<file path="src/rtl/uart_led_pkg.sv">
// Shared constants for the UART LED command parser.
// Holds the ASCII bytes the frame grammar uses, the parser state encoding
// and the data-mode selector.
package uart_led_pkg;

   localparam logic [7:0] ASC_COMMA = 8'h2C;
   localparam logic [7:0] ASC_COLON = 8'h3A;
   localparam logic [7:0] ASC_CR    = 8'h0D;
   localparam logic [7:0] ASC_0     = 8'h30;
   localparam logic [7:0] ASC_9     = 8'h39;
   localparam logic [7:0] ASC_UA    = 8'h41;
   localparam logic [7:0] ASC_UF    = 8'h46;
   localparam logic [7:0] ASC_LA    = 8'h61;
   localparam logic [7:0] ASC_LF    = 8'h66;

   typedef enum logic [1:0] {
      ST_IDLE = 2'd0,
      ST_HDR  = 2'd1,
      ST_SEP  = 2'd2,
      ST_DATA = 2'd3
   } state_t;

   typedef enum logic {
      MODE_SEL  = 1'b0,
      MODE_MASK = 1'b1
   } mode_t;

endpackage

</file>
<file path="src/rtl/uart_led_ctrl_if.sv">
// Byte-stream and status bundle between the UART receiver side and the
// LED command parser.
//   RECEIVE_END  : one-cycle strobe, rxd valid
//   rxd          : received byte
//   SEND_END_cmd : parser enable
//   LED          : LED drive
//   cmd_ok       : pulse on an applied command
//   cmd_err      : pulse on an aborted or rejected command
//   busy         : parser is mid-frame
interface uart_led_ctrl_if #(
   parameter int unsigned LED_W = 8
) ();

   logic             RECEIVE_END;
   logic [7:0]       rxd;
   logic             SEND_END_cmd;
   logic [LED_W-1:0] LED;
   logic             cmd_ok;
   logic             cmd_err;
   logic             busy;

   modport master (
      output RECEIVE_END, rxd, SEND_END_cmd,
      input  LED, cmd_ok, cmd_err, busy
   );

   modport slave (
      input  RECEIVE_END, rxd, SEND_END_cmd,
      output LED, cmd_ok, cmd_err, busy
   );

endinterface

</file>
<file path="src/rtl/uart_ascii_decode.sv">
// Combinational ASCII digit decoder.
//   rxd      : byte to classify
//   mode     : MODE_SEL accepts decimal only, MODE_MASK also accepts hex letters
//   is_digit : byte is a legal digit for the mode
//   value    : digit value (0 when not a digit)
module uart_ascii_decode
   import uart_led_pkg::*;
(
   input  logic [7:0] rxd,
   input  mode_t      mode,
   output logic       is_digit,
   output logic [3:0] value
);

   always_comb begin
      is_digit = 1'b0;
      value    = 4'd0;
      if (rxd >= ASC_0 && rxd <= ASC_9) begin
         is_digit = 1'b1;
         value    = 4'(rxd - ASC_0);
      end else if (mode == MODE_MASK && rxd >= ASC_UA && rxd <= ASC_UF) begin
         is_digit = 1'b1;
         value    = 4'(rxd - ASC_UA + 8'd10);
      end else if (mode == MODE_MASK && rxd >= ASC_LA && rxd <= ASC_LF) begin
         is_digit = 1'b1;
         value    = 4'(rxd - ASC_LA + 8'd10);
      end
   end

endmodule

</file>
<file path="src/rtl/uart_led_ctrl.sv">
// UART LED command parser. Parses frames ",<ID>:<digits>CR" and drives LED
// either one-hot (SEL_ID, decimal index) or from a hex mask (MASK_ID).
//   iCLK  : clock, rising edge
//   RST_n : asynchronous active-low reset
//   bus   : byte strobe/enable in, LED and status pulses out
module uart_led_ctrl
   import uart_led_pkg::*;
#(
   parameter int unsigned LED_W       = 8,
   parameter logic [7:0]  SEL_ID      = 8'h32,
   parameter logic [7:0]  MASK_ID     = 8'h33,
   parameter int unsigned TIMEOUT_CYC = 50_000_000
) (
   input  logic            iCLK,
   input  logic            RST_n,
   uart_led_ctrl_if.slave  bus
);

   localparam int unsigned NIB_MAX = (LED_W + 3) / 4;
   localparam int unsigned ACC_W   = (4 * NIB_MAX > 7) ? 4 * NIB_MAX : 7;
   localparam int unsigned CNT_W   = 3;
   localparam int unsigned TO_W    = $clog2(TIMEOUT_CYC);

   state_t             state, state_nxt;
   mode_t              mode, mode_nxt;
   logic [ACC_W-1:0]   acc, acc_nxt;
   logic [CNT_W-1:0]   dcnt, dcnt_nxt;
   logic [TO_W-1:0]    to_cnt, to_nxt;
   logic [LED_W-1:0]   led_q, led_nxt;
   logic               ok_q, ok_nxt;
   logic               err_q, err_nxt;
   logic               busy_q, busy_nxt;

   logic               byte_acc;
   logic               to_hit;
   logic               is_digit;
   logic [3:0]         dig_val;
   logic [CNT_W-1:0]   dig_lim;

   uart_ascii_decode u_dec (
      .rxd      (bus.rxd),
      .mode     (mode),
      .is_digit (is_digit),
      .value    (dig_val)
   );

   assign byte_acc = bus.RECEIVE_END & bus.SEND_END_cmd;
   assign to_hit   = (to_cnt == TO_W'(TIMEOUT_CYC - 1));
   assign dig_lim  = (mode == MODE_SEL) ? CNT_W'(2) : CNT_W'(NIB_MAX);

   // State and output registers
   always_ff @(posedge iCLK or negedge RST_n) begin
      if (!RST_n) begin
         state  <= ST_IDLE;
         mode   <= MODE_SEL;
         acc    <= '0;
         dcnt   <= '0;
         to_cnt <= '0;
         led_q  <= '0;
         ok_q   <= 1'b0;
         err_q  <= 1'b0;
         busy_q <= 1'b0;
      end else begin
         state  <= state_nxt;
         mode   <= mode_nxt;
         acc    <= acc_nxt;
         dcnt   <= dcnt_nxt;
         to_cnt <= to_nxt;
         led_q  <= led_nxt;
         ok_q   <= ok_nxt;
         err_q  <= err_nxt;
         busy_q <= busy_nxt;
      end
   end

   // Frame parser; an accepted byte takes priority over timeout expiry
   always_comb begin
      state_nxt = state;
      mode_nxt  = mode;
      acc_nxt   = acc;
      dcnt_nxt  = dcnt;
      led_nxt   = led_q;
      ok_nxt    = 1'b0;
      err_nxt   = 1'b0;
      to_nxt    = (state == ST_IDLE) ? '0 : to_cnt + TO_W'(1);

      if (byte_acc) begin
         to_nxt = '0;
         unique case (state)
            ST_IDLE: begin
               if (bus.rxd == ASC_COMMA) state_nxt = ST_HDR;
            end
            ST_HDR: begin
               if (bus.rxd == SEL_ID) begin
                  state_nxt = ST_SEP;
                  mode_nxt  = MODE_SEL;
               end else if (bus.rxd == MASK_ID) begin
                  state_nxt = ST_SEP;
                  mode_nxt  = MODE_MASK;
               end else if (bus.rxd != ASC_COMMA) begin
                  state_nxt = ST_IDLE;
                  err_nxt   = 1'b1;
               end
            end
            ST_SEP: begin
               if (bus.rxd == ASC_COLON) begin
                  state_nxt = ST_DATA;
                  acc_nxt   = '0;
                  dcnt_nxt  = '0;
               end else if (bus.rxd == ASC_COMMA) begin
                  state_nxt = ST_HDR;
               end else begin
                  state_nxt = ST_IDLE;
                  err_nxt   = 1'b1;
               end
            end
            ST_DATA: begin
               state_nxt = ST_IDLE;
               if (is_digit) begin
                  if (dcnt == dig_lim) begin
                     err_nxt = 1'b1;
                  end else begin
                     state_nxt = ST_DATA;
                     dcnt_nxt  = dcnt + CNT_W'(1);
                     if (mode == MODE_SEL)
                        acc_nxt = (acc << 3) + (acc << 1) + ACC_W'(dig_val);
                     else
                        acc_nxt = (acc << 4) | ACC_W'(dig_val);
                  end
               end else if (bus.rxd == ASC_CR && dcnt != '0) begin
                  if (mode == MODE_SEL) begin
                     if (acc == '0) begin
                        led_nxt = '0;
                        ok_nxt  = 1'b1;
                     end else if (acc <= ACC_W'(LED_W)) begin
                        led_nxt = LED_W'(1) << (acc - ACC_W'(1));
                        ok_nxt  = 1'b1;
                     end else begin
                        err_nxt = 1'b1;
                     end
                  end else if ((acc >> LED_W) != '0) begin
                     err_nxt = 1'b1;
                  end else begin
                     led_nxt = LED_W'(acc);
                     ok_nxt  = 1'b1;
                  end
               end else begin
                  err_nxt = 1'b1;
               end
            end
            default: state_nxt = ST_IDLE;
         endcase
      end else if (state != ST_IDLE && to_hit) begin
         state_nxt = ST_IDLE;
         err_nxt   = 1'b1;
         to_nxt    = '0;
      end

      busy_nxt = (state_nxt != ST_IDLE);
   end

   assign bus.LED     = led_q;
   assign bus.cmd_ok  = ok_q;
   assign bus.cmd_err = err_q;
   assign bus.busy    = busy_q;

endmodule

</file>
<file path="src/flat_wrapper.sv">
// flat-port wrapper written by rule: the top's interface ports become plain ports
module uart_led_ctrl_flat import uart_led_pkg::*;
#(
   parameter int unsigned LED_W       = 8,
   parameter logic [7:0]  SEL_ID      = 8'h32,
   parameter logic [7:0]  MASK_ID     = 8'h33,
   parameter int unsigned TIMEOUT_CYC = 50_000_000
)
  (iCLK, RST_n, bus_RECEIVE_END, bus_rxd, bus_SEND_END_cmd, bus_LED, bus_cmd_ok, bus_cmd_err, bus_busy);
  uart_led_ctrl_if #(.LED_W(LED_W)) bus_i ();
  input  logic iCLK;
  input  logic RST_n;
  input wire logic [$bits(bus_i.RECEIVE_END)-1:0] bus_RECEIVE_END;
  input wire logic [$bits(bus_i.rxd)-1:0] bus_rxd;
  input wire logic [$bits(bus_i.SEND_END_cmd)-1:0] bus_SEND_END_cmd;
  output wire logic [$bits(bus_i.LED)-1:0] bus_LED;
  output wire logic [$bits(bus_i.cmd_ok)-1:0] bus_cmd_ok;
  output wire logic [$bits(bus_i.cmd_err)-1:0] bus_cmd_err;
  output wire logic [$bits(bus_i.busy)-1:0] bus_busy;
  assign bus_i.RECEIVE_END = bus_RECEIVE_END;
  assign bus_i.rxd = bus_rxd;
  assign bus_i.SEND_END_cmd = bus_SEND_END_cmd;
  assign bus_LED = bus_i.LED;
  assign bus_cmd_ok = bus_i.cmd_ok;
  assign bus_cmd_err = bus_i.cmd_err;
  assign bus_busy = bus_i.busy;
  uart_led_ctrl #(.LED_W(LED_W), .SEL_ID(SEL_ID), .MASK_ID(MASK_ID), .TIMEOUT_CYC(TIMEOUT_CYC)) u_core (.iCLK(iCLK), .RST_n(RST_n), .bus(bus_i));
endmodule
</file>
<file path="config.mk">
export PLATFORM = sky130hd
export DESIGN_NAME = uart_led_ctrl_flat
export DESIGN_NICKNAME = d
export VERILOG_FILES = /design/src/rtl/uart_led_pkg.sv /design/src/rtl/uart_led_ctrl_if.sv /design/src/rtl/uart_ascii_decode.sv /design/src/rtl/uart_led_ctrl.sv /design/src/flat_wrapper.sv
export SDC_FILE = /design/constraint.sdc
export NUM_CORES = 1
export LEC_CHECK = 0
export ABC_CLOCK_PERIOD_IN_PS = 7500
export BUFFER_PORTS_ARGS = -buffer_cell sky130_fd_sc_hd__buf_2
export CORE_MARGIN = 3
export CORE_UTILIZATION = 30
export CTS_CLUSTER_SIZE = 14
export DETAILED_ROUTE_END_ITERATION = 16
export SLEW_MARGIN = 30
export SYNTH_ARGS = -nofsm -noshare
export SYNTH_HDL_FRONTEND = slang
export SYNTH_SLANG_ARGS = --single-unit
</file>
<file path="constraint.sdc">
create_clock -name iCLK -period 7.5 [get_ports iCLK]
set_clock_uncertainty 0.1 [all_clocks]
set_input_delay 1.125 -clock iCLK [delete_from_list [all_inputs] [get_ports iCLK]]
set_output_delay 1.125 -clock iCLK [all_outputs]
set_load 0.1 [all_outputs]
</file>
## After elaboration in Yosys (flattened, before gate mapping)

Cells that the tools add are included.

- Bits in registers: 51
- Latch bits: 0
- RAM bits: 0
- Memory bits (read-only): 0
- Input bits: 12
- Logic and storage cells: 117
- Memories kept: 0

- Add/sub/neg operators: 10
- Multiply operators: 0
- Div/mod/pow operators: 0
- Order comparisons: 7
- Eq/ne operators: 14
- Shift operators: 1
- Multiplexer cells: 55
- Bitwise gates (word level): 3
- Reduce and logical (&&, ||, !) cells: 18

Operators with widths:

| kind | number |
|---|---|
| $mux 26 | 3 |
| $mux 8 | 7 |
| $eq 8x6->1 const B | 4 |
| $add 26x1->26 const B | 1 |
| $eq 26x26->1 const B | 1 |
| $mux 1 | 26 |
| $mux 2 | 9 |
| $ge 8x7->1 const B | 2 |
| $le 8x7->1 const B | 2 |
| $pmux 8 s2 | 1 |
| $mux 4 | 3 |
| $sub 4x1->4 const B | 3 |
| $reduce_and 5->1 | 2 |
| $mux 3 | 3 |
| $add 4x4->4 const B | 2 |
| $add 8x4->8 | 1 |
| $add 8x8->8 | 1 |
| $eq 8x4->1 const B | 1 |
| $ge 8x6->1 const B | 1 |
| $le 8x4->1 const B | 1 |
| $le 8x6->1 const B | 1 |
| $logic_not 8->1 | 1 |
| $ne 8x6->1 const B | 1 |
| $or 8x4->8 | 1 |
| other kinds (18) | 30 |

## Logic depth before layout (Yosys ltp)

- Word-level depth: 11
- Depth in mapped cells: 16
- Mapped depth without buffers: 16

## By module

A second synthesis with hierarchy kept.

- Cells, all modules: 345
- Area total of the unflattened synthesis: 3325.7 µm²

Modules (own cells, without submodules):

| module | instances | cells each | area an instance (µm²) | seq. area each (µm²) |
|---|---|---|---|---|
| uart_led_ctrl | 1 | 322 | 3116.7 | 1276.2 |
| uart_ascii_decode | 1 | 23 | 209.0 | 0.0 |

## Least setup slack after synthesis

OpenSTA, ideal clock, no wires.

- Path type: input-to-reg
- Start point: input bus_rxd[3]
- End point: register u_core.acc[7]
- Arrival: 4.069 ns
- Required time: 7.322 ns
- Path slack: 3.254 ns
- Stages on the path: 13
- Cell sequence: buf_6 -> or4b_4 -> a211oi_2 -> a21oi_1 -> and2_1 -> nor2b_1 -> fa_1 -> ha_1 -> a211oi_1 -> o21bai_1 -> a2111oi_0 -> a221oi_1 -> o2bb2ai_1

- Cells in the longest elaborated chain, start to end: 11
- Elaborated cells on any way between the ends: 31

Ends and longest elaborated chain:

| item | RTL line | source |
|---|---|---|
| from (decl) | flat_wrapper.sv:14 | `input wire logic [$bits(bus_i.rxd)-1:0] bus_rxd;` |
| parallel branches: the longest is 11 deep, another holds $add 8x4->8 | -- |  |
| to (signal assigned) | uart_led_ctrl.sv:66 | `acc <= acc_nxt;` |
| to (decl) | uart_led_ctrl.sv:26 | `logic [ACC_W-1:0] acc, acc_nxt;` |

Several ways; the timed one is not identified. The select of a mux whose other input is x is not followed.
A chain may end at the register's enable or synchronous reset.

## Final worst setup path

- Start point: input bus_rxd[0]
- End point: register u_core.acc[7]

The elaborated chain is that of the path after synthesis.

==> results.md <==
* CTS tree: done
* Mapped Area at around 3400 um^2
* Overall power at around 0.00053 W
* Drt total wl at slightly below 8000 um
* Global-route wire length before repair at about 13000 um
* Reg2reg setup slack at 3.36 ns
* Sink Count at slightly above 50
* Slew Limit Fails at 0
* Skew-Pair Late Insertion Delay at between 0.2 and 0.3 ns
* Cell taking the most area after synthesis: dfrtp_1
* Number of CTS-inserted buffers at 5
* Worst r2r path cells at 12
* Final hold vios at 0
* Yosys top cell area share at 37.47%
* Hold path cells at 1
* Hold-fix buffers at CTS at 0
* Yosys cell types at 63
* Critical path class: in -> reg
* Crit path max fanout at 5
* Critical Path Source Type: input pin
* Initial DRC Count at about 160
* Final setup fails at 0
* CP arrival at 4.65 ns
* GRT Resource Usage Total at around 12%
* Met2 GRT Util at 20.26%
* Required @ worst endpoint at about 7.6 ns
* DP HPWL at 5585 um
* Worst hold path class: reg -> reg
* Power per standard cell area at about 140 nW/um^2
* Final WS setup at 2.966 ns
* Vias per cell at ~5.4
* Die Wd at 112.6 um
* Initial Util at just over 30%
* CP Capture Type: flop
* Cell count after synthesis at between 300 and 400
* RSZ-0062 raised after global routing: no
* Clock Root Buffer: clkbuf_16
* Post-route insts no fill at ~520
* Syn-to-layout area delta at 9.993%
* Grt peak-use layer: met2
* H-Tree Depth at 2
* Average wire per standard cell at 14.91 um
* I/O Pins at 23
* Commonest non-fill, non-tap cell in the layout: dfrtp_1
* PortBufs at 22
* Pre-CTS setup slack at approximately 2.8 ns
* Die height at 112.6 um
* Cell total after placement at 511
* Via count at about 2800
* Register area share after synthesis at a little under two fifths
* Max Cap Viol at 0
* Peak Freq at approximately 220 MHz
* Core area at roughly 11000 um^2
* Tmin final at approximately 4.5 ns
* Setup tns final at 0 ns
* Most frequent cells in the layout: dfrtp_1 (51), nor2_1 (45), nand2_1 (25)
* Number of global-route vias before repair at about 2700
* Fin crit share at 60.45%
* Setup Buffers After CTS at 0
* Total grt overflow at 0
* Detail Route Antenna Nets at 0
* GRT met3 Usage at under 10%
* Relative slew slack at between 40 and 50%
* First drt pass iteration count at 4
* #FFs+latches synth at slightly above 50
* Mean area per synthesized cell at between 9 and 10 um^2
* Rows at 38
* Post-CTS resize count at 0
* Initial antenna violation count at 0
* Asr flop ratio synth at 100.0%
* Worst VDD drop at approximately 0.11 mV
* Status: finished clean
* Layout cells sized above 1 at 11.94%
* EDFF count, synth at 0
* Clock transition at path regs at 0.07 ns
* RePlAce Congestion at 0.8296
* Clock Path Buffers at 2
* Syn nets at 398
* Met1 Use GR at 16.31%
* Pleak at around 1.6 nW
* Dominant synthesized flop cell: dfrtp_1
* Worst-margin pin slew at 0.7762 ns
* Die Area at roughly 13000 um^2
* DRC at 0
* Synth top area cells: dfrtp_1 (37%), ha_1 (7.3%), xor2_1 (5.1%)
* Ys Warns at 0
* Final nets at between 400 and 500
* Largest net degree at the start of global routing at 52
* # diodes at 0
==> cell type report <==
class / count / area [um^2]
multi-input cells: 279 / 1977
repair buffers: 23 / 117.6
clock inverters: 1 / 7.507
fillers: 1138 / 7237
flip-flops and latches: 51 / 1276
inverters: 18 / 67.56
well taps: 140 / 175.2
clock buffers: 5 / 125.1
==> cell families (layout without fill, tap and decap cells) <==
family,after synthesis,count (layout),share of synthesized area [%]
AO/OA/AOI/OAI,77,77,16.97
XOR/XNOR,32,32,8.229
AND/OR/NAND/NOR,143,143,22.63
multiplexers,5,5,1.690
adder cells (fa/ha/maj),22,22,8.523
flip-flops,51,51,37.47
buffers and inverters,34,47,4.482
==> Yosys cell counts, drive strengths merged, types with 4 or more instances <==
master / n
xor2: 20
nor3: 5
buf: 9
o21a: 4
nand4: 8
nand2: 25
a21oi: 12
nand2b: 4
a21o: 5
o21ai: 7
o2111ai: 4
nor2b: 4
nor4: 8
a22o: 6
inv: 18
and3: 4
xnor2: 12
a211oi: 5
nand3: 17
nor2: 46
a31oi: 4
ha: 20
or3: 4
clkbuf: 7
dfrtp: 51
==> state kept, by name, indices dropped and copies added, names as in the netlist <==
name	flops
u_core.to_cnt	26
u_core.bus.busy	1
u_core.bus.cmd_ok	1
u_core.state	2
u_core.mode	1
u_core.dcnt	3
u_core.bus.LED	8
u_core.bus.cmd_err	1
u_core.acc	8
==> worst max-delay path: stages <==
cell,delay (ns)
buf_2,0.13
inv_1,0.12
ha_1,0.21
nor4b_1,0.43
a211oi_2,0.10
a21oi_1,0.40
and2_1,0.24
nor2b_1,0.07
fa_1,0.46
ha_1,0.33
a211oi_1,0.21
o21bai_1,0.12
a2111oi_0,0.43
a221oi_1,0.09
o2bb2ai_1,0.17
==> metal layers <==
metal / vias up / part of all wire [%] / routed length [um]
met5: - / 0 / 0
met4: 0 / 0.77 / 59
met3: 7 / 4.4 / 341
met2: 58 / 49 / 3804
met1: 1375 / 45 / 3504
li1: 1343 / - / -
==> final timing paths <==
path	from	end
max reg2reg	u_core.mode	u_core.acc[7]
min	u_core.bus.LED[0]	u_core.bus.LED[0]
min reg2reg	u_core.bus.LED[0]	u_core.bus.LED[0]
min in group asynchronous	RST_n	u_core.acc[4]
max in group asynchronous	RST_n	u_core.to_cnt[24]
max	bus_rxd[0]	u_core.acc[7]
==> per-stage QoR <==
step / hold WS [ns] / utilization [%] / cell area, um^2
after global routing: 0.4315 / 34.11 / 3746
final: 0.4045 / 34.11 / 3746
after CTS: 0.4089 / 34.11 / 3746
after floorplan: 0.3748 / - / 3406
after detailed placement: 0.3932 / 32.90 / 3613
after global placement: 0.3826 / 32.90 / 3613
==> where the power goes <==
group,internal (W),switching (W)
clock,0.000120,0.0000965
combinational,0.0000131,0.0000256
sequential,0.000276,0.00000186
total,0.000409,0.000124
(Power assumes the default switching activity.)
